<file path="config.mk">
export PLATFORM = sky130hd
export DESIGN_NAME = i2c_bit_ctrl_flat
export DESIGN_NICKNAME = d
export VERILOG_FILES = /design/src/rtl/i2c_bit_if.sv /design/src/rtl/i2c_bit_ctrl.sv /design/src/flat_wrapper.sv
export SDC_FILE = /design/constraint.sdc
export NUM_CORES = 1
export LEC_CHECK = 0
export ABC_AREA = 0
export CORE_ASPECT_RATIO = 1.4
export CORE_UTILIZATION = 30
export DETAILED_ROUTE_END_ITERATION = 6
export PLACE_DENSITY = 0.5
export SYNTH_ARGS = -nofsm -noshare
export SYNTH_HDL_FRONTEND = slang
export SYNTH_SLANG_ARGS = --single-unit
</file>
<file path="constraint.sdc">
create_clock -name wb_clk_i -period 3.2 [get_ports wb_clk_i]
set_input_delay 0.64 -clock wb_clk_i [delete_from_list [all_inputs] [get_ports wb_clk_i]]
set_output_delay 0.64 -clock wb_clk_i [all_outputs]
set_load 0.1 [all_outputs]
</file>
<file path="src/rtl/i2c_bit_if.sv">
// Command/status and pad bundle between the byte layer and the I2C bit engine.
interface i2c_bit_if #(
  parameter int unsigned CNT_W = 16
);
  logic             ena;
  logic [CNT_W-1:0] clk_cnt;
  logic [3:0]       cmd;
  logic             din;
  logic             cmd_ack;
  logic             dout;
  logic             busy;
  logic             al;
  logic             scl_pad_i;
  logic             scl_pad_o;
  logic             scl_padoen_o;
  logic             sda_pad_i;
  logic             sda_pad_o;
  logic             sda_padoen_o;

  // Byte layer side: issues commands and sees the resolved bus lines.
  modport master (
    output ena, clk_cnt, cmd, din, scl_pad_i, sda_pad_i,
    input  cmd_ack, dout, busy, al,
           scl_pad_o, scl_padoen_o, sda_pad_o, sda_padoen_o
  );

  // Bit engine side.
  modport slave (
    input  ena, clk_cnt, cmd, din, scl_pad_i, sda_pad_i,
    output cmd_ack, dout, busy, al,
           scl_pad_o, scl_padoen_o, sda_pad_o, sda_padoen_o
  );
endinterface

</file>
<file path="src/rtl/i2c_bit_ctrl.sv">
// I2C bit engine: turns one-hot START/STOP/WRITE/READ commands into
// open-drain SCL/SDA phases, with clock stretching, bus-busy tracking
// and arbitration-lost detection.
module i2c_bit_ctrl #(
  parameter int unsigned CNT_W = 16
) (
  input  logic     wb_clk_i,
  input  logic     wb_rst_i,
  i2c_bit_if.slave bus
);

  localparam logic [3:0] CMD_START = 4'b0001;
  localparam logic [3:0] CMD_STOP  = 4'b0010;
  localparam logic [3:0] CMD_WRITE = 4'b0100;
  localparam logic [3:0] CMD_READ  = 4'b1000;

  typedef enum logic [4:0] {
    S_IDLE,
    S_STA_A, S_STA_B, S_STA_C, S_STA_D, S_STA_E,
    S_STO_A, S_STO_B, S_STO_C, S_STO_D,
    S_WR_A,  S_WR_B,  S_WR_C,  S_WR_D,
    S_RD_A,  S_RD_B,  S_RD_C,  S_RD_D
  } state_t;

  state_t           r_state, w_state_nxt;
  logic             r_scl_oen, w_scl_oen_nxt;
  logic             r_sda_oen, w_sda_oen_nxt;
  logic             r_cmd_ack, w_cmd_ack_nxt;
  logic             r_dout, w_dout_nxt;
  logic             r_cmd_stop, w_cmd_stop_nxt;

  logic             r_scl_s1, r_scl_s2, r_scl_s3;
  logic             r_sda_s1, r_sda_s2, r_sda_s3;
  logic             r_scl_oen_d1, r_scl_oen_d2;
  logic [CNT_W-1:0] r_cnt;
  logic             r_busy;
  logic             r_al;

  logic             w_stall;
  logic             w_clk_en;
  logic             w_sta_det;
  logic             w_sto_det;
  logic             w_al;
  logic             w_cmd_ok;

  // Line is held low by someone else while we released it (2-cycle aligned with the synchronizer).
  assign w_stall   = r_scl_oen_d2 & ~r_scl_s2;
  assign w_clk_en  = (r_cnt == '0) & ~w_stall;
  // Bus conditions need SCL high on both sides of the SDA edge.
  assign w_sta_det = r_sda_s3 & ~r_sda_s2 & r_scl_s2 & r_scl_s3;
  assign w_sto_det = ~r_sda_s3 & r_sda_s2 & r_scl_s2 & r_scl_s3;
  // r_cmd_stop covers our own STOP even when detection lands after the FSM is back in IDLE.
  assign w_al      = (r_sda_oen & ~r_sda_s2 & ((r_state == S_WR_B) || (r_state == S_WR_C)))
                   | (w_sto_det & ~r_cmd_stop);
  assign w_cmd_ok  = (bus.cmd == CMD_START) || (bus.cmd == CMD_STOP) ||
                     (bus.cmd == CMD_WRITE) || (bus.cmd == CMD_READ);

  // Pad input synchronizers, edge-detect delay and SCL-enable delay for stretch detection.
  always_ff @(posedge wb_clk_i) begin
    if (wb_rst_i) begin
      r_scl_s1     <= 1'b1;
      r_scl_s2     <= 1'b1;
      r_scl_s3     <= 1'b1;
      r_sda_s1     <= 1'b1;
      r_sda_s2     <= 1'b1;
      r_sda_s3     <= 1'b1;
      r_scl_oen_d1 <= 1'b1;
      r_scl_oen_d2 <= 1'b1;
    end else begin
      r_scl_s1     <= bus.scl_pad_i;
      r_scl_s2     <= r_scl_s1;
      r_scl_s3     <= r_scl_s2;
      r_sda_s1     <= bus.sda_pad_i;
      r_sda_s2     <= r_sda_s1;
      r_sda_s3     <= r_sda_s2;
      r_scl_oen_d1 <= r_scl_oen;
      r_scl_oen_d2 <= r_scl_oen_d1;
    end
  end

  // Phase prescaler: reload in IDLE/disabled and at terminal count, hold while stretched.
  always_ff @(posedge wb_clk_i) begin
    if (wb_rst_i) begin
      r_cnt <= bus.clk_cnt;
    end else if ((r_state == S_IDLE) || !bus.ena || w_clk_en) begin
      r_cnt <= bus.clk_cnt;
    end else if (!w_stall) begin
      r_cnt <= r_cnt - CNT_W'(1);
    end
  end

  // Bus-busy tracking and arbitration-lost pulse.
  always_ff @(posedge wb_clk_i) begin
    if (wb_rst_i) begin
      r_busy <= 1'b0;
      r_al   <= 1'b0;
    end else begin
      if (w_sta_det) begin
        r_busy <= 1'b1;
      end else if (w_sto_det) begin
        r_busy <= 1'b0;
      end
      r_al <= w_al;
    end
  end

  // FSM state and registered pad/status outputs.
  always_ff @(posedge wb_clk_i) begin
    if (wb_rst_i) begin
      r_state    <= S_IDLE;
      r_scl_oen  <= 1'b1;
      r_sda_oen  <= 1'b1;
      r_cmd_ack  <= 1'b0;
      r_dout     <= 1'b0;
      r_cmd_stop <= 1'b0;
    end else begin
      r_state    <= w_state_nxt;
      r_scl_oen  <= w_scl_oen_nxt;
      r_sda_oen  <= w_sda_oen_nxt;
      r_cmd_ack  <= w_cmd_ack_nxt;
      r_dout     <= w_dout_nxt;
      r_cmd_stop <= w_cmd_stop_nxt;
    end
  end

  // Next state and next pad levels; outputs are set for the phase being entered.
  always_comb begin
    w_state_nxt    = r_state;
    w_scl_oen_nxt  = r_scl_oen;
    w_sda_oen_nxt  = r_sda_oen;
    w_cmd_ack_nxt  = 1'b0;
    w_dout_nxt     = r_dout;
    w_cmd_stop_nxt = r_cmd_stop;

    if (!bus.ena || w_al) begin
      w_state_nxt   = S_IDLE;
      w_scl_oen_nxt = 1'b1;
      w_sda_oen_nxt = 1'b1;
    end else begin
      case (r_state)
        S_IDLE: begin
          if (w_cmd_ok) begin
            w_cmd_stop_nxt = (bus.cmd == CMD_STOP);
            case (bus.cmd)
              CMD_START: begin
                w_state_nxt   = S_STA_A;
                w_sda_oen_nxt = 1'b1;
              end
              CMD_STOP: begin
                w_state_nxt   = S_STO_A;
                w_scl_oen_nxt = 1'b0;
                w_sda_oen_nxt = 1'b0;
              end
              CMD_WRITE: begin
                w_state_nxt   = S_WR_A;
                w_scl_oen_nxt = 1'b0;
                w_sda_oen_nxt = bus.din;
              end
              default: begin
                w_state_nxt   = S_RD_A;
                w_scl_oen_nxt = 1'b0;
                w_sda_oen_nxt = 1'b1;
              end
            endcase
          end
        end
        S_STA_A: if (w_clk_en) begin
          w_state_nxt = S_STA_B; w_scl_oen_nxt = 1'b1; w_sda_oen_nxt = 1'b1;
        end
        S_STA_B: if (w_clk_en) begin
          w_state_nxt = S_STA_C; w_scl_oen_nxt = 1'b1; w_sda_oen_nxt = 1'b0;
        end
        S_STA_C: if (w_clk_en) begin
          w_state_nxt = S_STA_D; w_scl_oen_nxt = 1'b1; w_sda_oen_nxt = 1'b0;
        end
        S_STA_D: if (w_clk_en) begin
          w_state_nxt = S_STA_E; w_scl_oen_nxt = 1'b0; w_sda_oen_nxt = 1'b0;
        end
        S_STO_A: if (w_clk_en) begin
          w_state_nxt = S_STO_B; w_scl_oen_nxt = 1'b1; w_sda_oen_nxt = 1'b0;
        end
        S_STO_B: if (w_clk_en) begin
          w_state_nxt = S_STO_C; w_scl_oen_nxt = 1'b1; w_sda_oen_nxt = 1'b0;
        end
        S_STO_C: if (w_clk_en) begin
          w_state_nxt = S_STO_D; w_scl_oen_nxt = 1'b1; w_sda_oen_nxt = 1'b1;
        end
        S_WR_A: if (w_clk_en) begin
          w_state_nxt = S_WR_B; w_scl_oen_nxt = 1'b1; w_sda_oen_nxt = bus.din;
        end
        S_WR_B: if (w_clk_en) begin
          w_state_nxt = S_WR_C; w_scl_oen_nxt = 1'b1; w_sda_oen_nxt = bus.din;
        end
        S_WR_C: if (w_clk_en) begin
          w_state_nxt = S_WR_D; w_scl_oen_nxt = 1'b0; w_sda_oen_nxt = bus.din;
        end
        S_RD_A: if (w_clk_en) begin
          w_state_nxt = S_RD_B; w_scl_oen_nxt = 1'b1; w_sda_oen_nxt = 1'b1;
        end
        S_RD_B: if (w_clk_en) begin
          w_state_nxt = S_RD_C; w_scl_oen_nxt = 1'b1; w_sda_oen_nxt = 1'b1;
          w_dout_nxt  = r_sda_s2;
        end
        S_RD_C: if (w_clk_en) begin
          w_state_nxt = S_RD_D; w_scl_oen_nxt = 1'b0; w_sda_oen_nxt = 1'b1;
        end
        S_STA_E, S_STO_D, S_WR_D, S_RD_D: if (w_clk_en) begin
          w_state_nxt   = S_IDLE;
          w_cmd_ack_nxt = 1'b1;
        end
        default: begin
          w_state_nxt   = S_IDLE;
          w_scl_oen_nxt = 1'b1;
          w_sda_oen_nxt = 1'b1;
        end
      endcase
    end
  end

  assign bus.scl_pad_o    = 1'b0;
  assign bus.sda_pad_o    = 1'b0;
  assign bus.scl_padoen_o = r_scl_oen;
  assign bus.sda_padoen_o = r_sda_oen;
  assign bus.cmd_ack      = r_cmd_ack;
  assign bus.dout         = r_dout;
  assign bus.busy         = r_busy;
  assign bus.al           = r_al;

endmodule

</file>
<file path="src/flat_wrapper.sv">
// flat-port wrapper written by rule: the top's interface ports become plain ports
module i2c_bit_ctrl_flat 
#(
  parameter int unsigned CNT_W = 16
)
  (wb_clk_i, wb_rst_i, bus_ena, bus_clk_cnt, bus_cmd, bus_din, bus_scl_pad_i, bus_sda_pad_i, bus_cmd_ack, bus_dout, bus_busy, bus_al, bus_scl_pad_o, bus_scl_padoen_o, bus_sda_pad_o, bus_sda_padoen_o);
  i2c_bit_if #(.CNT_W(CNT_W)) bus_i ();
  input  logic wb_clk_i;
  input  logic wb_rst_i;
  input wire logic [$bits(bus_i.ena)-1:0] bus_ena;
  input wire logic [$bits(bus_i.clk_cnt)-1:0] bus_clk_cnt;
  input wire logic [$bits(bus_i.cmd)-1:0] bus_cmd;
  input wire logic [$bits(bus_i.din)-1:0] bus_din;
  input wire logic [$bits(bus_i.scl_pad_i)-1:0] bus_scl_pad_i;
  input wire logic [$bits(bus_i.sda_pad_i)-1:0] bus_sda_pad_i;
  output wire logic [$bits(bus_i.cmd_ack)-1:0] bus_cmd_ack;
  output wire logic [$bits(bus_i.dout)-1:0] bus_dout;
  output wire logic [$bits(bus_i.busy)-1:0] bus_busy;
  output wire logic [$bits(bus_i.al)-1:0] bus_al;
  output wire logic [$bits(bus_i.scl_pad_o)-1:0] bus_scl_pad_o;
  output wire logic [$bits(bus_i.scl_padoen_o)-1:0] bus_scl_padoen_o;
  output wire logic [$bits(bus_i.sda_pad_o)-1:0] bus_sda_pad_o;
  output wire logic [$bits(bus_i.sda_padoen_o)-1:0] bus_sda_padoen_o;
  assign bus_i.ena = bus_ena;
  assign bus_i.clk_cnt = bus_clk_cnt;
  assign bus_i.cmd = bus_cmd;
  assign bus_i.din = bus_din;
  assign bus_i.scl_pad_i = bus_scl_pad_i;
  assign bus_i.sda_pad_i = bus_sda_pad_i;
  assign bus_cmd_ack = bus_i.cmd_ack;
  assign bus_dout = bus_i.dout;
  assign bus_busy = bus_i.busy;
  assign bus_al = bus_i.al;
  assign bus_scl_pad_o = bus_i.scl_pad_o;
  assign bus_scl_padoen_o = bus_i.scl_padoen_o;
  assign bus_sda_pad_o = bus_i.sda_pad_o;
  assign bus_sda_padoen_o = bus_i.sda_padoen_o;
  i2c_bit_ctrl #(.CNT_W(CNT_W)) u_core (.wb_clk_i(wb_clk_i), .wb_rst_i(wb_rst_i), .bus(bus_i));
endmodule
</file>
==> metrics.csv, run 1 <==
stage,metric,value,unit
finish,areaGrowthSynthToFinish,23.3,%
global_routing,grt_pass1_vias,1641,
worst_setup_path,crit_family,simple AND/OR/NAND/NOR gates,
finish,reg_top3,"u_core.r_cnt x16, u_core.r_state x5",
floorplan,die_area,7200,sq um
clock_network,cts_inserted_buffers,5,
yosys,ys.flop_type,dfxtp_1,
clock_network,cts-root-buf,clkbuf_8,
global_routing,grt_max_degree,17,
route,dr.first_iter.drc_count,74,
timing,tightestPinTransition,587,ps
finish,regMostFlops,u_core.r_cnt,
yosys,synth_top_family_by_area,simple AND/OR/NAND/NOR gates,
clock_network,post_cts_buffers,0,
timing,hold_viol,0,
finish,largest_reg_flops,16,
worst_setup_path,crit_arrival,2580,ps
yosys,synth-compound-area-share,17.2,%
pwr,p_leak,0.917,nW
yosys,yosys.area_share.simple,25.0,%
floorplan,die_h,100,um
placement,place_congestion,0.783,
yosys,synthArstFlopShare,0,%
finish,drive_gt1_share,14.9,%
clock_network,cts_buffer_depth,2,
finish,nets,282,
timing,final.period_utilization,79.7,%
yosys,synth_cell_types,56,
route,post_drt_wl_per_cell,13.2,um
timing,tns,0,ps
clock_network,htreeDepth,2,
worst_setup_path,crit_chain,"nor3_1, and2_1, o21bai_4, or3b_1, or2_1, buf_4",
clock_network,clk_latency,290,ps
finish,layout_common_cells,"nor2_1 (25), clkdlybuf4s50_1 (25), dfxtp_1 (20), nand2_1 (19), edfxtp_1 (16)",
yosys,yosys-top-cells-area,"edfxtp_1 (23%), dfxtp_1 (19%), nor2_1 (4.6%)",
global_routing,grt_overflow,0,
yosys,yosys.area.top_type,edfxtp_1,
global_routing,gr-usage-all-layers,14.2,%
yosys,synth_edf_count,16,
yosys,synth_mux_area_share,2.49,%
yosys,synth_warnings,0,
placement,place_hpwl,3.38,mm
global_routing,antenna_found_initial,0,
hold_path,hp-class,reg -> reg,
floorplan,pin_count,34,
finish,antenna_cells,0,
timing,max_freq,0.392,GHz
placement,portBuffers,31,
pwr,ir_drop,0.253,mV
finish,fin_util,38.4,%
worst_setup_path,start_kind,register,
timing,slew-limit-headroom,60.3,%
timing,clock_skew,9.33,ps
clock_network,cts.clk_slew.worst_paths,80,ps
yosys,synth.top_cell.area_share,23.3,%
clock_network,postCtsHoldBufs,0,
yosys,synthAdderAreaFrac,1.22,%
clock_network,cts_tree,built,
floorplan,start_util,31.1,%
worst_setup_path,path_class,reg -> reg,
status,status,completed,
finish,nFillCells,702,
floorplan,row_count,35,
yosys,ys_seq_elements,36,
route,vias,1659,
yosys,synth_cells,225,
route,drc,0,
worst_setup_path,end_kind,register,
floorplan,core_area,6610,sq um
worst_setup_path,worstPathRequired,3230,ps
pwr,powerDensity,522,nW/um^2
worst_setup_path,critPathBufInv,1,
clock_network,clock_sinks,36,
yosys,synth_xor_xnor_area_share,6.38,%
route,viasPerCell,4.78,
worst_setup_path,cpPeakStageDelay,610,ps
yosys,synth_area,2060,sq um
route,first_pass_iters,4,
timing,rsz0062_at_grt,false,
route,ant_nets,0,
yosys,ys_seq_area_share,42.8,%
floorplan,chipWidth,72.0,um
timing,final-setup-viol-count,0,
route,wirelength,4.59,mm
clock_network,cts_resized,0,
worst_setup_path,crit_slowest_cell,dfxtp_1,
yosys,avgSynthCellArea,9.15,sq um
timing,period_needed,2550,ps
global_routing,grt_first_pass_wirelength,7.88,mm
job,maxCapViolations,0,
worst_setup_path,crit_fanout,16,
timing,final_max_slew_viol_count,0,
-- cell type report --
class                      count  area [sq um]  area share (%)
sequential                    36           881            34.7
clock buffer                   6          93.8            3.70
tap                           92           115            4.54
inverter                       6          22.5           0.888
timing repair buffer          35           325            12.8
multi-input combinational    170          1080            42.8
clock inverter                 2          15.0           0.592
-- power breakdown --
| group | internal, mW | total [mW] | leakage (nW) | switching [mW] |
|---|---|---|---|---|
| Clock | 0.204 | 0.386 | 0.0573 | 0.182 |
| Sequential | 0.531 | 0.589 | 0.333 | 0.0578 |
| Combinational | 0.156 | 0.350 | 0.527 | 0.194 |
| Total | 0.892 | 1.33 | 0.917 | 0.434 |
-- worst reg2reg max path, stage by stage (launching register included) --
cell and delay, ps:
dfxtp_1 610, nor3_1 140, and2_1 270, o21bai_4 250, or3b_1 540, or2_1 270
buf_4 210
-- path summary, 6_finish.rpt --
| path | endpoint | cells after the start | from | slack, ps |
|---|---|---|---|---|
| max | u_core.r_cnt[1] | 6 | u_core.r_state[4] | 650 |
| min | u_core.r_scl_oen_d2 | 1 | u_core.r_scl_oen_d1 | 410 |
| max reg2reg | u_core.r_cnt[1] | 6 | u_core.r_state[4] | 650 |
| min reg2reg | u_core.r_scl_oen_d2 | 1 | u_core.r_scl_oen_d1 | 410 |
-- through the flow --
stage	instance area, sq um	setup WS [ps]	hold slack (ps)	power [mW]	instances
after global routing	2540	467	434	1.41	347
final	2540	650	415	1.33	347
after CTS	2540	659	421	1.35	347
after global placement	2430	465	390	0.952	339
after detailed placement	2430	391	398	0.951	339
after floorplan	2060	846	389	0.859	226
-- per-layer routing --
metal | vias up | share of wire, % | wire length (um) | global-route usage, %
li1 | 856 | - | - | -
met1 | 754 | 43 | 1990 | 16.7
met2 | 39 | 50 | 2310 | 24.7
met3 | 10 | 3.6 | 166 | 2.61
met4 | 0 | 2.7 | 123 | 6.33
met5 | - | 0 | 0 | 0
-- synthesized netlist by cell type (all sizes together) (3+ instances only) --
library cell and instances:
clkbuf 6, nand2 21, nand3b 3, xor2 6, or3 4, buf 8, or4 3, inv 6
nor4b 4, a21oi 10, or2 10, a21o 3, dfxtp 20, mux2i 4, nor3 4, o21ai 23
edfxtp 16, nor2 25, xnor2 9, nor4 3
-- logic make-up (layout without fill, tap and decap cells) --
group	count (synthesis)	count (layout)
mux	5	5
xor+xnor	15	15
other cells	1	2
flops	36	36
simple gates	92	92
fa+ha+maj	2	2
buf+inv	20	49
compound gates	54	54
(Power assumes the default switching activity.)
==> run 2: changes to the inputs <==
==> constraint.sdc (replaced) <==
create_clock -name wb_clk_i -period 2.7 [get_ports wb_clk_i]
set_input_delay 0.54 -clock wb_clk_i [delete_from_list [all_inputs] [get_ports wb_clk_i]]
set_output_delay 0.54 -clock wb_clk_i [all_outputs]
set_load 0.1 [all_outputs]
==> run 2 against run 1 <==
Effect of this change:
- power grew 20%
- sequential power grew 16%
- sequential share of layout area shrank 0.70 points
- utilization grew 0.79 points
- routed wire length grew 1.2%
==> metrics.csv, run 2 (same netlist as run 1, synthesis figures left out) <==
stage,metric,value,unit,change
placement,detailedPlace.worstSlack,140,ps,was 391 ps
finish,nets,289,,was 282
finish,largest_reg_flops,16,,unchanged
timing,tns,0,ps,unchanged
worst_setup_path,crit_arrival,2340,ps,was 2580 ps
hold_path,hp-class,reg -> reg,,unchanged
placement,place_hpwl,3.48,mm,was 3.38 mm
pwr,ir_drop,0.252,mV,was 0.253 mV
worst_setup_path,crit_chain,"or4_4, nor3_4, nand2_2, or3_1, xnor2_1, mux2_2",,"was nor3_1, and2_1, o21bai_4, or3b_1, or2_1, buf_4"
route,vias,1663,,was 1659
worst_setup_path,cpPeakStageDelay,580,ps,was 610 ps
floorplan,die_area,7200,sq um,unchanged
timing,period_needed,2300,ps,was 2550 ps
placement,place_congestion,0.776,,was 0.783
route,ant_nets,0,,unchanged
finish,antenna_cells,0,,unchanged
clock_network,htreeDepth,2,,unchanged
floorplan,die_h,100,um,unchanged
worst_setup_path,end_kind,register,,unchanged
global_routing,grt_pass1_vias,1568,,was 1641
clock_network,postCtsHoldBufs,0,,unchanged
job,maxCapViolations,0,,unchanged
finish,drive_gt1_share,17.2,%,was 14.9%
timing,final-setup-viol-count,0,,unchanged
placement,portBuffers,31,,unchanged
global_routing,grt_max_degree,21,,was 17
worst_setup_path,start_kind,register,,unchanged
worst_setup_path,worstPathRequired,2750,ps,was 3230 ps
global_routing,gr-usage-all-layers,13.7,%,was 14.2%
worst_setup_path,path_class,reg -> reg,,unchanged
clock_network,clock_sinks,36,,unchanged
route,post_drt_wl_per_cell,13.1,um,was 13.2 um
global_routing,antenna_found_initial,0,,unchanged
route,dr.first_iter.drc_count,62,,was 74
timing,rsz0062_at_grt,false,,unchanged
pwr,p_leak,0.953,nW,was 0.917 nW
clock_network,post_cts_buffers,0,,unchanged
clock_network,cts_inserted_buffers,5,,unchanged
timing,final.period_utilization,85.2,%,was 79.7%
route,drc,0,,unchanged
floorplan,chipWidth,72.0,um,unchanged
worst_setup_path,critPathBufInv,0,,was 1
clock_network,clk_latency,290,ps,about the same
timing,slew-limit-headroom,59.4,%,was 60.3%
floorplan,start_util,31.1,%,unchanged
finish,layout_common_cells,"nor2_1 (25), clkdlybuf4s50_1 (25), dfxtp_1 (20), nand2_1 (19), buf_4 (17)",,"was nor2_1 (25), clkdlybuf4s50_1 (25), dfxtp_1 (20), nand2_1 (19), edfxtp_1 (16)"
timing,final_max_slew_viol_count,0,,unchanged
timing,clock_skew,9.37,ps,was 9.33 ps
timing,fin_ws,401,ps,was 650 ps
status,status,completed,,unchanged
timing,max_freq,0.435,GHz,was 0.392 GHz
route,wirelength,4.64,mm,was 4.59 mm
global_routing,grt_overflow,0,,unchanged
global_routing,grt_first_pass_wirelength,7.62,mm,was 7.88 mm
worst_setup_path,crit_slowest_cell,or4_4,,was dfxtp_1
route,viasPerCell,4.70,,was 4.78
route,first_pass_iters,4,,unchanged
clock_network,cts.clk_slew.worst_paths,80,ps,about the same
clock_network,cts_tree,built,,unchanged
timing,tightestPinTransition,601,ps,was 587 ps
floorplan,row_count,35,,unchanged
worst_setup_path,crit_family,simple AND/OR/NAND/NOR gates,,unchanged
finish,nFillCells,663,,was 702
finish,reg_top3,"u_core.r_cnt x16, u_core.r_state x5",,unchanged
timing,hold_viol,0,,unchanged
pwr,powerDensity,613,nW/um^2,was 522 nW/um^2
floorplan,pin_count,34,,unchanged
worst_setup_path,crit_fanout,4,,was 16
clock_network,cts_buffer_depth,2,,unchanged
finish,areaGrowthSynthToFinish,25.8,%,was 23.3%
clock_network,cts_resized,0,,unchanged
floorplan,core_area,6610,sq um,unchanged
clock_network,cts-root-buf,clkbuf_8,,unchanged
finish,regMostFlops,u_core.r_cnt,,unchanged
-- run 2: cell count changes in the layout (fill, tap and decap cells not counted) --
cell,previous run,this run
buf_4,10,17
-- run 2: worst paths after layout --
kind | slack, ps | from | cells past startpoint | endpoint
worst max-delay path | 400 | u_core.r_cnt[5] | 6 | u_core.r_cnt[12]
worst min register to register | 410 | u_core.r_sda_s1 | 1 | u_core.r_sda_s2
worst min-delay path | 410 | u_core.r_sda_s1 | 1 | u_core.r_sda_s2
worst max register to register | 400 | u_core.r_cnt[5] | 6 | u_core.r_cnt[12]
-- run 2: through the flow --
step	cells	power (mW)	hold WS [ps]	utilization (%)	instance area, sq um
5_1_grt	354	1.68	430	39.2	2590
2_1_floorplan	226	1.02	389	-	2060
3_5_place_dp	346	1.15	393	37.5	2480
3_3_place_gp	346	1.15	390	37.5	2480
4_1_cts	354	1.61	417	39.2	2590
6_report	354	1.59	414	39.2	2590
-- run 2: cell type report --
cell class | count | area [sq um] | share of cell area, %
clock buffers | 6 | 93.8 | 3.62
clock inverters | 2 | 15.0 | 0.580
inverters | 6 | 22.5 | 0.870
multi-input cells | 170 | 1080 | 41.9
flip-flops and latches | 36 | 881 | 34.0
well taps | 92 | 115 | 4.44
repair buffers | 42 | 378 | 14.6
-- run 2: metal layers --
| layer | wire length, um | global-route usage (%) |
|---|---|---|
| met3 | 168 | 2.21 |
| met2 | 2360 | 23.9 |
| met5 | 0 | 0 |
| met1 | 2050 | 16.8 |
| met4 | 71 | 4.52 |
-- run 2: where the power goes --
part           leakage (nW)  total [mW]  switching [mW]  internal [mW]
logic                 0.562       0.447           0.248          0.200
registers             0.333       0.685          0.0550          0.630
clock network        0.0573       0.457           0.215          0.242
